$ cat src/rtl/enemy_pkg.sv
// Shared encodings, per-type stat table and arithmetic helpers for the enemy pool.
package enemy_pkg;

    typedef enum logic [1:0] {
        TypeDefault = 2'd0,
        TypeLight   = 2'd1,
        TypeMedium  = 2'd2,
        TypeHeavy   = 2'd3
    } enemy_type_e;

    typedef enum logic [2:0] {
        StIdle   = 3'b001,
        StDeploy = 3'b010,
        StAlive  = 3'b100
    } slot_state_e;

    localparam int unsigned HpLight      = 100;
    localparam int unsigned HpMedium     = 180;
    localparam int unsigned HpHeavy      = 255;
    localparam int unsigned PowerLight   = 15;
    localparam int unsigned PowerMedium  = 16;
    localparam int unsigned PowerHeavy   = 133;
    localparam int unsigned PeriodLight  = 1;
    localparam int unsigned PeriodMedium = 2;
    localparam int unsigned PeriodHeavy  = 4;

    // The scheduler may emit type 0; it behaves as the light type.
    function automatic enemy_type_e norm_type(input logic [1:0] t);
        return (t == 2'd0) ? TypeLight : enemy_type_e'(t);
    endfunction

    function automatic int unsigned type_hp(input enemy_type_e t);
        case (t)
            TypeMedium: return HpMedium;
            TypeHeavy:  return HpHeavy;
            default:    return HpLight;
        endcase
    endfunction

    function automatic int unsigned type_power(input enemy_type_e t);
        case (t)
            TypeMedium: return PowerMedium;
            TypeHeavy:  return PowerHeavy;
            default:    return PowerLight;
        endcase
    endfunction

    function automatic int unsigned type_period(input enemy_type_e t);
        case (t)
            TypeMedium: return PeriodMedium;
            TypeHeavy:  return PeriodHeavy;
            default:    return PeriodLight;
        endcase
    endfunction

    function automatic int unsigned sat_add(input int unsigned a, input int unsigned b,
                                            input int unsigned max_val);
        int unsigned sum;
        sum = a + b;
        return (sum > max_val) ? max_val : sum;
    endfunction

endpackage

$ cat src/rtl/enemy_slot.sv
// One enemy slot: lifecycle FSM plus position, health, power and move divider.
module enemy_slot
    import enemy_pkg::*;
#(
    parameter int unsigned POS_W   = 9,
    parameter int unsigned HP_W    = 8,
    parameter int unsigned DMG_W   = 8,
    parameter int unsigned MAX_POS = 511
) (
    input  logic             clk,
    input  logic             reset,
    input  logic             deploy,
    input  logic [1:0]       deploy_type,
    input  logic             move_tick,
    input  logic [POS_W-1:0] unit_front,
    input  logic             hit,
    input  logic [DMG_W-1:0] damage_in,
    output logic             alive,
    output logic             idle,
    output logic             kill,
    output logic             attack,
    output logic [POS_W-1:0] pos,
    output logic [DMG_W-1:0] power
);

    localparam int unsigned      HpMax  = (2 ** HP_W) - 1;
    localparam int unsigned      DmgMax = (2 ** DMG_W) - 1;
    localparam logic [POS_W-1:0] MaxPos = POS_W'(MAX_POS);

    slot_state_e      state_q, state_d;
    logic [POS_W-1:0] pos_q, pos_d;
    logic [HP_W-1:0]  hp_q, hp_d;
    logic [DMG_W-1:0] power_q, power_d;
    logic [2:0]       period_q, period_d;
    logic [2:0]       div_q, div_d;
    logic             step;
    enemy_type_e      load_type;

    always_ff @(posedge clk or posedge reset) begin
        if (reset) begin
            state_q  <= StIdle;
            pos_q    <= '0;
            hp_q     <= '0;
            power_q  <= '0;
            period_q <= '0;
            div_q    <= '0;
        end else begin
            state_q  <= state_d;
            pos_q    <= pos_d;
            hp_q     <= hp_d;
            power_q  <= power_d;
            period_q <= period_d;
            div_q    <= div_d;
        end
    end

    always_comb begin
        state_d   = state_q;
        pos_d     = pos_q;
        hp_d      = hp_q;
        power_d   = power_q;
        period_d  = period_q;
        div_d     = div_q;
        load_type = norm_type(deploy_type);
        unique case (state_q)
            StIdle: begin
                if (deploy) begin
                    state_d  = StDeploy;
                    pos_d    = '0;
                    div_d    = '0;
                    hp_d     = HP_W'(sat_add(type_hp(load_type), 0, HpMax));
                    power_d  = DMG_W'(sat_add(type_power(load_type), 0, DmgMax));
                    period_d = 3'(type_period(load_type));
                end
            end
            StDeploy: state_d = StAlive;
            StAlive: begin
                if (kill) begin
                    state_d  = StIdle;
                    pos_d    = '0;
                    hp_d     = '0;
                    power_d  = '0;
                    period_d = '0;
                    div_d    = '0;
                end else begin
                    if (hit) begin
                        hp_d = HP_W'(32'(hp_q) - 32'(damage_in));
                    end
                    if (move_tick) begin
                        div_d = step ? 3'd0 : div_q + 3'd1;
                    end
                    if (step && !attack) begin
                        pos_d = pos_q + POS_W'(1);
                    end
                end
            end
            default: state_d = StIdle;
        endcase
    end

    // A lethal hit pre-empts any move or attack in the same cycle.
    always_comb begin
        alive  = (state_q == StAlive);
        idle   = (state_q == StIdle);
        kill   = alive && hit && (32'(hp_q) <= 32'(damage_in));
        step   = alive && move_tick && !kill && (div_q == period_q - 3'd1);
        attack = step && !((unit_front > pos_q) && (pos_q < MaxPos));
        pos    = pos_q;
        power  = power_q;
    end

endmodule

$ cat src/rtl/enemy_pool.sv
// Pool of concurrent enemies: spawn allocation, front tracking, damage routing and kill stats.
module enemy_pool
    import enemy_pkg::*;
#(
    parameter int unsigned NUM_SLOTS = 4,
    parameter int unsigned POS_W     = 9,
    parameter int unsigned HP_W      = 8,
    parameter int unsigned DMG_W     = 8,
    parameter int unsigned MAX_POS   = 511,
    localparam int unsigned SlotW    = (NUM_SLOTS > 1) ? $clog2(NUM_SLOTS) : 1
) (
    input  logic                 clk,
    input  logic                 reset,
    input  logic                 spawn_valid,
    input  logic [1:0]           spawn_type,
    output logic                 spawn_ready,
    input  logic                 move_tick,
    input  logic                 damage_valid,
    input  logic [DMG_W-1:0]     damage_in,
    input  logic [POS_W-1:0]     unit_front,
    output logic                 front_valid,
    output logic [POS_W-1:0]     front_pos,
    output logic [SlotW-1:0]     front_slot,
    output logic [DMG_W-1:0]     damage_out,
    output logic [NUM_SLOTS-1:0] alive_mask,
    output logic                 kill_pulse,
    output logic [7:0]           kill_count
);

    localparam int unsigned DmgMax = (2 ** DMG_W) - 1;

    logic [NUM_SLOTS-1:0] deploy, hit, alive, idle, kill, attack;
    logic [POS_W-1:0]     slot_pos [NUM_SLOTS];
    logic [DMG_W-1:0]     slot_power [NUM_SLOTS];

    logic                 found;
    logic                 best_valid;
    logic [POS_W-1:0]     best_pos;
    logic [SlotW-1:0]     best_slot;
    int unsigned          dmg_acc;

    logic                 front_valid_q;
    logic [POS_W-1:0]     front_pos_q;
    logic [SlotW-1:0]     front_slot_q;
    logic [DMG_W-1:0]     damage_q;
    logic                 kill_pulse_q;
    logic [7:0]           kill_count_q;

    for (genvar g = 0; g < NUM_SLOTS; g++) begin : g_slot
        enemy_slot #(
            .POS_W  (POS_W),
            .HP_W   (HP_W),
            .DMG_W  (DMG_W),
            .MAX_POS(MAX_POS)
        ) u_slot (
            .clk        (clk),
            .reset      (reset),
            .deploy     (deploy[g]),
            .deploy_type(spawn_type),
            .move_tick  (move_tick),
            .unit_front (unit_front),
            .hit        (hit[g]),
            .damage_in  (damage_in),
            .alive      (alive[g]),
            .idle       (idle[g]),
            .kill       (kill[g]),
            .attack     (attack[g]),
            .pos        (slot_pos[g]),
            .power      (slot_power[g])
        );
    end

    // Allocation and damage routing.
    always_comb begin
        deploy = '0;
        hit    = '0;
        found  = 1'b0;
        for (int i = 0; i < NUM_SLOTS; i++) begin
            if (spawn_valid && idle[i] && !found) begin
                deploy[i] = 1'b1;
                found     = 1'b1;
            end
        end
        if (damage_valid && front_valid_q) begin
            hit[front_slot_q] = 1'b1;
        end
    end

    // Slots dying this cycle are excluded so the front never points at an IDLE slot.
    always_comb begin
        best_valid = 1'b0;
        best_pos   = '0;
        best_slot  = '0;
        for (int i = 0; i < NUM_SLOTS; i++) begin
            if (alive[i] && !kill[i] && (!best_valid || slot_pos[i] > best_pos)) begin
                best_valid = 1'b1;
                best_pos   = slot_pos[i];
                best_slot  = SlotW'(i);
            end
        end
    end

    always_comb begin
        dmg_acc = 0;
        for (int i = 0; i < NUM_SLOTS; i++) begin
            if (attack[i]) begin
                dmg_acc = sat_add(dmg_acc, 32'(slot_power[i]), DmgMax);
            end
        end
    end

    always_ff @(posedge clk or posedge reset) begin
        if (reset) begin
            front_valid_q <= 1'b0;
            front_pos_q   <= '0;
            front_slot_q  <= '0;
            damage_q      <= '0;
            kill_pulse_q  <= 1'b0;
            kill_count_q  <= '0;
        end else begin
            front_valid_q <= best_valid;
            front_pos_q   <= best_pos;
            front_slot_q  <= best_slot;
            kill_pulse_q  <= |kill;
            if (move_tick) begin
                damage_q <= DMG_W'(dmg_acc);
            end
            if (|kill) begin
                kill_count_q <= 8'(sat_add(32'(kill_count_q), 1, 255));
            end
        end
    end

    assign spawn_ready = |idle;
    assign alive_mask  = alive;
    assign front_valid = front_valid_q;
    assign front_pos   = front_pos_q;
    assign front_slot  = front_slot_q;
    assign damage_out  = damage_q;
    assign kill_pulse  = kill_pulse_q;
    assign kill_count  = kill_count_q;

endmodule

$ cat config.mk
export PLATFORM = sky130hd
export DESIGN_NAME = enemy_pool
export DESIGN_NICKNAME = d
export VERILOG_FILES = /design/src/rtl/enemy_pkg.sv /design/src/rtl/enemy_slot.sv /design/src/rtl/enemy_pool.sv
export SDC_FILE = /design/constraint.sdc
export NUM_CORES = 1
export LEC_CHECK = 0
export CAP_MARGIN = 20
export CORE_MARGIN = 4
export CORE_UTILIZATION = 57
export CTS_BUF_LIST = sky130_fd_sc_hd__clkbuf_8
export CTS_CLUSTER_SIZE = 10
export DETAILED_ROUTE_END_ITERATION = 10
export PLACE_DENSITY = 0.78
export RECOVER_POWER = 25
export SYNTH_ARGS = -nofsm -noshare
export SYNTH_HDL_FRONTEND = slang
export SYNTH_SLANG_ARGS = --single-unit
$ cat constraint.sdc
create_clock -name clk -period 7.8 [get_ports clk]
set_input_delay 2.34 -clock clk [delete_from_list [all_inputs] [get_ports clk]]
set_output_delay 2.34 -clock clk [all_outputs]
set_load 0.03 [all_outputs]
==> metrics.txt, run 1 <==
EDFF count, synth=0; crit path time final=8.821 ns; fillcell total=approximately 1,300; pre-CTS setup slack=-2.123 ns; Final GP Congestion=between 0.9 and 1; Initial Util=57.87%; Distinct cells, synth=85; ys async rst share=100.0%; failing checks=capacitance limit, slew limit, setup timing; average size of a mapped cell=8.592 sq um; status=finished with violations; pwr/cell area=approximately 240 mW/mm^2; fmax=113.4 MHz; Layout Utilization=74.98%; crit start category=primary input; Syn Nets=1,415; # diodes=0; clk sinks=137; register area=0.003433 sq mm; final instance area=0.01403 sq mm; vias in the first global route=10,520; final hold vios=0; CTS tree=done; share of layout cells above drive strength 1=24.65%; CP arrival=around 9.2 ns; top-count cell post-synth=dfrtp_1; commonest cells in the netlist=dfrtp_1 (133), ha_1 (124), nor2_1 (117), inv_1 (109), nand2_1 (106); drt wl/cell=between 15 and 20 microns; 1st-iter DRT viols=907; Multi-input gate area=0.007430 sq mm; Hold Crit Class=flop to flop; Worst Path Buf+Inv=4; largest area contributor in the netlist=dfrtp_1; Total Wirelength=32.49 mm; DP HPWL=24.09 mm; CTS max path bufs=2; final worst slack=-1.021 ns; crit share post-route=113.1%; area post-placement=roughly 0.013 sq mm; Yosys reg bits=137; root buffer cell=clkbuf_8; peak supply drop=0.0001442 V; Die W=145.8 microns; critical path endpoint category=flop; RSZ-0062 raised after global routing=true; num ports=58; vias post-DR=10,750; slowest CP cell=or3_4; Num CTS Buffers=17; DR vias/cell=6.170; DR DRC count=0; pins over their slew limit=78; Synth top area share=30.74%; Setup Skew=0.01293 ns; final setup fails=17; Die Area=0.02126 sq mm; remaining antenna violation count=0; total leakage power=0.006403 uW; Clock transition at path regs=0.09 ns; GRT Util Overall=30.15%; post-synthesis sequential area ratio=around a third; Area Growth Syn to Fin=29.57%; initial antenna violation count=0; crit path max fanout=5; Synth Cell Area=0.01083 sq mm; crit-path max cell delay=0.37 ns; Worst Path Required=8.15 ns; port bufs=between 50 and 60; # H-tree levels=4; CTS Hold Buffers Added=0; total number of yosys warnings=0; Final #Nets=approximately 1,700; Worst slew margin=-128.6%; most used cell, CP=o21a_1; Worst-Skew Late Latency=roughly 0.47 ns; number of max-cap violations=1; largest cells by area after synthesis=dfrtp_1 (31%), ha_1 (14%), nor2_1 (4.1%); largest net degree at the start of global routing=78; Least-Margin Pin Slew=3.411 ns; core box area=between 0.015 and 0.02 sq mm; # rows=50; remaining global-route overflow=0; Worst path top cell family by delay=compound AO/OA/AOI/OAI gates; Die Height=145.8 microns; first-pass GRT wire length=52.42 mm; Pre-Repair DR Iteration Count=6; critical setup path kind=primary input to flop; Main synth FF type=dfrtp_1; post-synthesis cell count=1,260
==> area by class of cell <==
cell class                      count  area share (%)
Sequential cell                   137           24.48
Multi-Input combinational cell    978           52.97
Clock inverter                     13          0.9456
Inverter                          109           3.006
Clock buffer                       19           1.864
Tap cell                          234           2.087
Timing Repair Buffer              253           14.65
==> worst min-delay path: stages, from the launching register on <==
cell     delay, ns
dfrtp_1       0.36
nand2_1       0.05
o21ai_0       0.06
==> worst paths after layout <==
path,start,endpoint,cells past startpoint,slack (ns)
setup / recovery,damage_in[0],front_pos[5],39,-1.02
hold / removal,g_slot[3].u_slot.hp_q[3],g_slot[3].u_slot.hp_q[3],2,0.49
setup reg to reg,g_slot[0].u_slot.hp_q[0],front_pos[5],39,0.39
hold reg to reg,g_slot[3].u_slot.hp_q[3],g_slot[3].u_slot.hp_q[3],2,0.49
max in group asynchronous,reset,g_slot[1].u_slot.period_q[0],3,2.57
min in group asynchronous,reset,damage_out[1],2,3.31
==> sequential cells by signal (all words and copies together), names as in the netlist <==
| signal | cells |
|---|---|
| damage_out | 8 |
| front_pos | 9 |
| front_slot | 2 |
| front_valid | 1 |
| g_slot.u_slot.div_q | 12 |
| g_slot.u_slot.hp_q | 32 |
| g_slot.u_slot.period_q | 10 |
| g_slot.u_slot.pos | 36 |
| g_slot.u_slot.power | 6 |
| g_slot.u_slot.state_q | 12 |
| kill_count | 8 |
| kill_pulse | 1 |
==> logic make-up (layout without fill, tap and decap cells) <==
kind of cell / Yosys count / in the layout / synth area share [%]
flip-flops: 137 / 137 / 31.72
multiplexers: 22 / 22 / 2.242
adder cells (fa/ha/maj): 132 / 132 / 15.72
AND/OR/NAND/NOR: 420 / 420 / 19.04
AO/OA/AOI/OAI: 344 / 344 / 20.85
buffers and inverters: 145 / 394 / 5.201
XOR/XNOR: 60 / 60 / 5.236
==> layer usage <==
layer,part of all wire (%),global-route usage (%),vias to the layer above
li1,-,-,5038
met1,42,39.76,5137
met2,47,48.55,478
met3,7.1,5.419,101
met4,4.1,13.72,0
met5,0,0,-
==> placed cells by master, fill, tap and decap left out, types with 15 or more instances in the layout <==
| cell | Yosys | layout |
|---|---|---|
| xor2_1 | 15 | 15 |
| nand2_1 | 106 | 104 |
| and2_1 | 19 | 15 |
| nor3_1 | 22 | 21 |
| o21a_1 | 23 | 22 |
| a31oi_1 | 19 | 19 |
| clkbuf_8 | 0 | 19 |
| ha_1 | 124 | 100 |
| nand3_1 | 44 | 43 |
| nand4_1 | 30 | 30 |
| xnor2_1 | 42 | 42 |
| inv_1 | 109 | 98 |
| clkdlybuf4s50_1 | 0 | 38 |
| nor2_1 | 117 | 116 |
| a21o_1 | 16 | 16 |
| a211oi_1 | 19 | 15 |
| buf_4 | 4 | 186 |
| ha_4 | 0 | 20 |
| dfrtp_1 | 133 | 133 |
| o21ai_0 | 86 | 78 |
| a21oi_1 | 77 | 62 |
==> per-stage QoR <==
step	cells	power (uW)	hold WS (ns)	TNS [ns]
floorplan	1260	2123	0.4534	-17.91
global placement	1677	2530	0.4675	-28.24
detailed placement	1677	2593	0.4776	-30.86
CTS	1735	3305	0.4972	-7.789
global route	1743	3649	0.5150	-16.62
finish	1743	3406	0.4945	-11.82
==> where the power goes <==
group | internal [uW] | switching [uW]
clock network | 277 | 325
logic | 802 | 916
registers | 887 | 198
==> what timing repair did <==
item                                    in CTS  in global routing
gates cloned                                 1                  0
pin swaps                                   63                 26
gates resized for setup                    122                 28
endpoints found under the setup margin      19                 19
buffers inserted                            27                 10
No activity file was read; power rests on OpenSTA's default activity.
==> inputs of run 2 (changes only) <==
--- a/config.mk
+++ b/config.mk
@@ -7,11 +7,10 @@
 export LEC_CHECK = 0
 export CAP_MARGIN = 20
 export CORE_MARGIN = 4
-export CORE_UTILIZATION = 57
-export CTS_BUF_LIST = sky130_fd_sc_hd__clkbuf_8
+export CORE_UTILIZATION = 56
 export CTS_CLUSTER_SIZE = 10
 export DETAILED_ROUTE_END_ITERATION = 10
-export PLACE_DENSITY = 0.78
+export PLACE_DENSITY = 0.77
 export RECOVER_POWER = 25
 export SYNTH_ARGS = -nofsm -noshare
 export SYNTH_HDL_FRONTEND = slang
==> run 2 against run 1 <==
Compared with the run above:
- the run still ends with capacitance limit, slew limit, setup timing left
- sequential cell count stayed put
- clock power up 44%
- largest cell class unchanged
- critical endpoint is now front_pos[8]
- hold slack got worse by 0.0074 ns
- die area rose by 1.7%
==> metrics.txt, run 2 (synthesized netlist as in run 1, its figures left out) <==
pwr/cell area=255.8 mW/mm^2; Final #Nets=roughly 1,700; critical setup path kind=primary input to flop; Die W=147.0 microns; remaining antenna violation count=0; Worst Path Buf+Inv=4; crit path max fanout=5; Worst path top cell family by delay=compound AO/OA/AOI/OAI gates; initial antenna violation count=0; number of max-cap violations=1; CTS max path bufs=2; crit share post-route=112.3%; Layout Utilization=75.47%; Hold Path Depth=1; clk sinks=137; core box area=0.01883 sq mm; leading cell type in the layout, fill and taps excluded=buf_4; RSZ-0062 raised after global routing=true; # H-tree levels=4; fmax=114.1 MHz; critical path endpoint category=flop; Sw Pwr=roughly 1500 uW; num ports=58; Least-Margin Pin Slew=~4.0 ns; peak supply drop=roughly 0.00018 V; met3 global-route usage=4.534%; pins over their slew limit=102; port bufs=57; 1st-iter DRT viols=1,027; Die Area=0.02162 sq mm; Total Wirelength=33.19 mm; final worst slack=-0.9605 ns; CTS Hold Buffers Added=0; Initial Util=between 50% and 60%; first-pass GRT wire length=52.30 mm; vias post-DR=between 10,000 and 15,000; reg2reg setup slack=0.52 ns; Net Sw Frac=40.11%; total leakage power=approximately 0.0065 uW; crit start category=primary input; Setup Skew=0.009251 ns; FF-to-FF End=front_pos[8]; status=finished with violations; P_int=approximately 2200 uW; CTS tree=done; clock share of power=23.9%; sequential power share=around 30%; Pre-Repair DR Iteration Count=7; final hold vios=0; reg2reg start=g_slot[0].u_slot.hp_q[0]; most frequent cells in the layout=buf_4 (185), dfrtp_1 (133), nor2_1 (116), ha_1 (103), nand2_1 (101); Worst Path Required=8.12 ns; end of the worst hold path=damage_out[1]; hold path startpoint=damage_out[1]; Worst slew margin=-164.0%; GRT Util Overall=29.94%; drt wl/cell=18.75 microns; Clock transition at path regs=0.06 ns; Worst-Skew Late Latency=0.44 ns; DP HPWL=24.36 mm; largest net degree at the start of global routing=102; failing checks=capacitance limit, slew limit, setup timing; crit path time final=8.760 ns; slowest CP cell=or3_4; # diodes=0; Hold Crit Class=flop to flop; Largest register FFs=36; Comb power frac=between 40% and 50%; most used cell, CP=o21a_1; remaining global-route overflow=0; root buffer cell=clkbuf_16; crit-path max cell delay=around 0.38 ns; met1 usage=40.06%; Final GP Congestion=about 0.99; share of layout cells above drive strength 1=23.51%; path depth of the worst reg2reg path=39; DR DRC count=0; DR vias/cell=6.128; final setup fails=19; Area Growth Syn to Fin=31.28%; vias in the first global route=~10,000; Num CTS Buffers=17; routing usage on met2=49.48%; CP arrival=9.08 ns; pre-CTS setup slack=-2.236 ns; busiest grt layer=met2; Die Height=147.0 microns; # rows=50
==> run 2: cell count changes in the layout (fill, tap and decap cells not counted), sizes merged <==
cell | previous run | this run
bufinv | 1 | 3
dlygate4sd3 | 1 | 2
inv | 113 | 114
clkinv | 3 | 4
clkinvlp | 5 | 3
clkdlybuf4s15 | 4 | 2
dlygate4sd2 | 2 | 8
buf | 207 | 202
clkbuf | 20 | 19
==> run 2: area by class of cell <==
| type | instances | area (sq um) |
|---|---|---|
| multi-input cells | 978 | 7345 |
| fillers | 1295 | 4619 |
| flip-flops and latches | 137 | 3433 |
| repair buffers | 254 | 2072 |
| clock buffers | 17 | 425.4 |
| inverters | 109 | 420.4 |
| well taps | 260 | 325.3 |
| clock inverters | 15 | 190.2 |
==> run 2: metrics by stage <==
step                area [sq um]  hold slack, ns  setup TNS (ns)  std cells  power, uW
global route               14210          0.5012          -17.70       1770       3868
floorplan                  11060          0.4534          -17.91       1260       2123
global placement           12970          0.4703          -28.56       1701       2526
CTS                        14010          0.4898          -9.616       1757       3567
detailed placement         12970          0.4742          -32.39       1701       2584
finish                     14210          0.4871          -12.89       1770       3635
==> run 2: timing repair <==
action / in CTS / in global routing
cloned: 1 / 0
endpoints found under the hold margin: 0 / 0
endpoints found under the setup margin: 19 / 19
gates resized for setup: 89 / 28
pin swaps: 50 / 38
buffers inserted: 24 / 16
==> run 2: worst reg2reg max path, delay by kind of cell (launching register included) <==
kind / cells / cell delay (ns)
fa+ha+maj: 5 / 1.12
buf+inv: 4 / 0.44
flops: 1 / 0.38
compound gates: 22 / 3.81
mux: 1 / 0.30
simple gates: 7 / 1.12
==> run 2: worst max path at each step <==
| stage | startpoint | end | slack, ns | cells after the start |
|---|---|---|---|---|
| after detailed placement | damage_in[0] | front_pos[8] | -2.24 | 39 |
| final | damage_in[0] | front_pos[8] | -0.96 | 39 |
| after global routing | damage_in[0] | front_pos[8] | -1.22 | 39 |
| after global placement | damage_in[0] | front_pos[8] | -1.98 | 39 |
| after floorplan | damage_in[1] | front_pos[0] | -1.51 | 41 |
| after CTS | damage_in[0] | front_pos[6] | -0.80 | 39 |
==> run 2: layer usage <==
metal | share of wire (%) | vias to the layer above
met4 | 3.3 | 0
met3 | 7.2 | 106
li1 | - | 5035
met2 | 47 | 517
met5 | 0 | -
met1 | 43 | 5189
==> run 2: power by group through the flow <==
stage               logic [uW]  registers (uW)  clock network, uW
finish                    1680            1080                867
global route              1860            1110                903
CTS                       1620            1080                867
detailed placement        1510            1080                  0
global placement          1450            1070                  0
floorplan                 1090            1030                  0
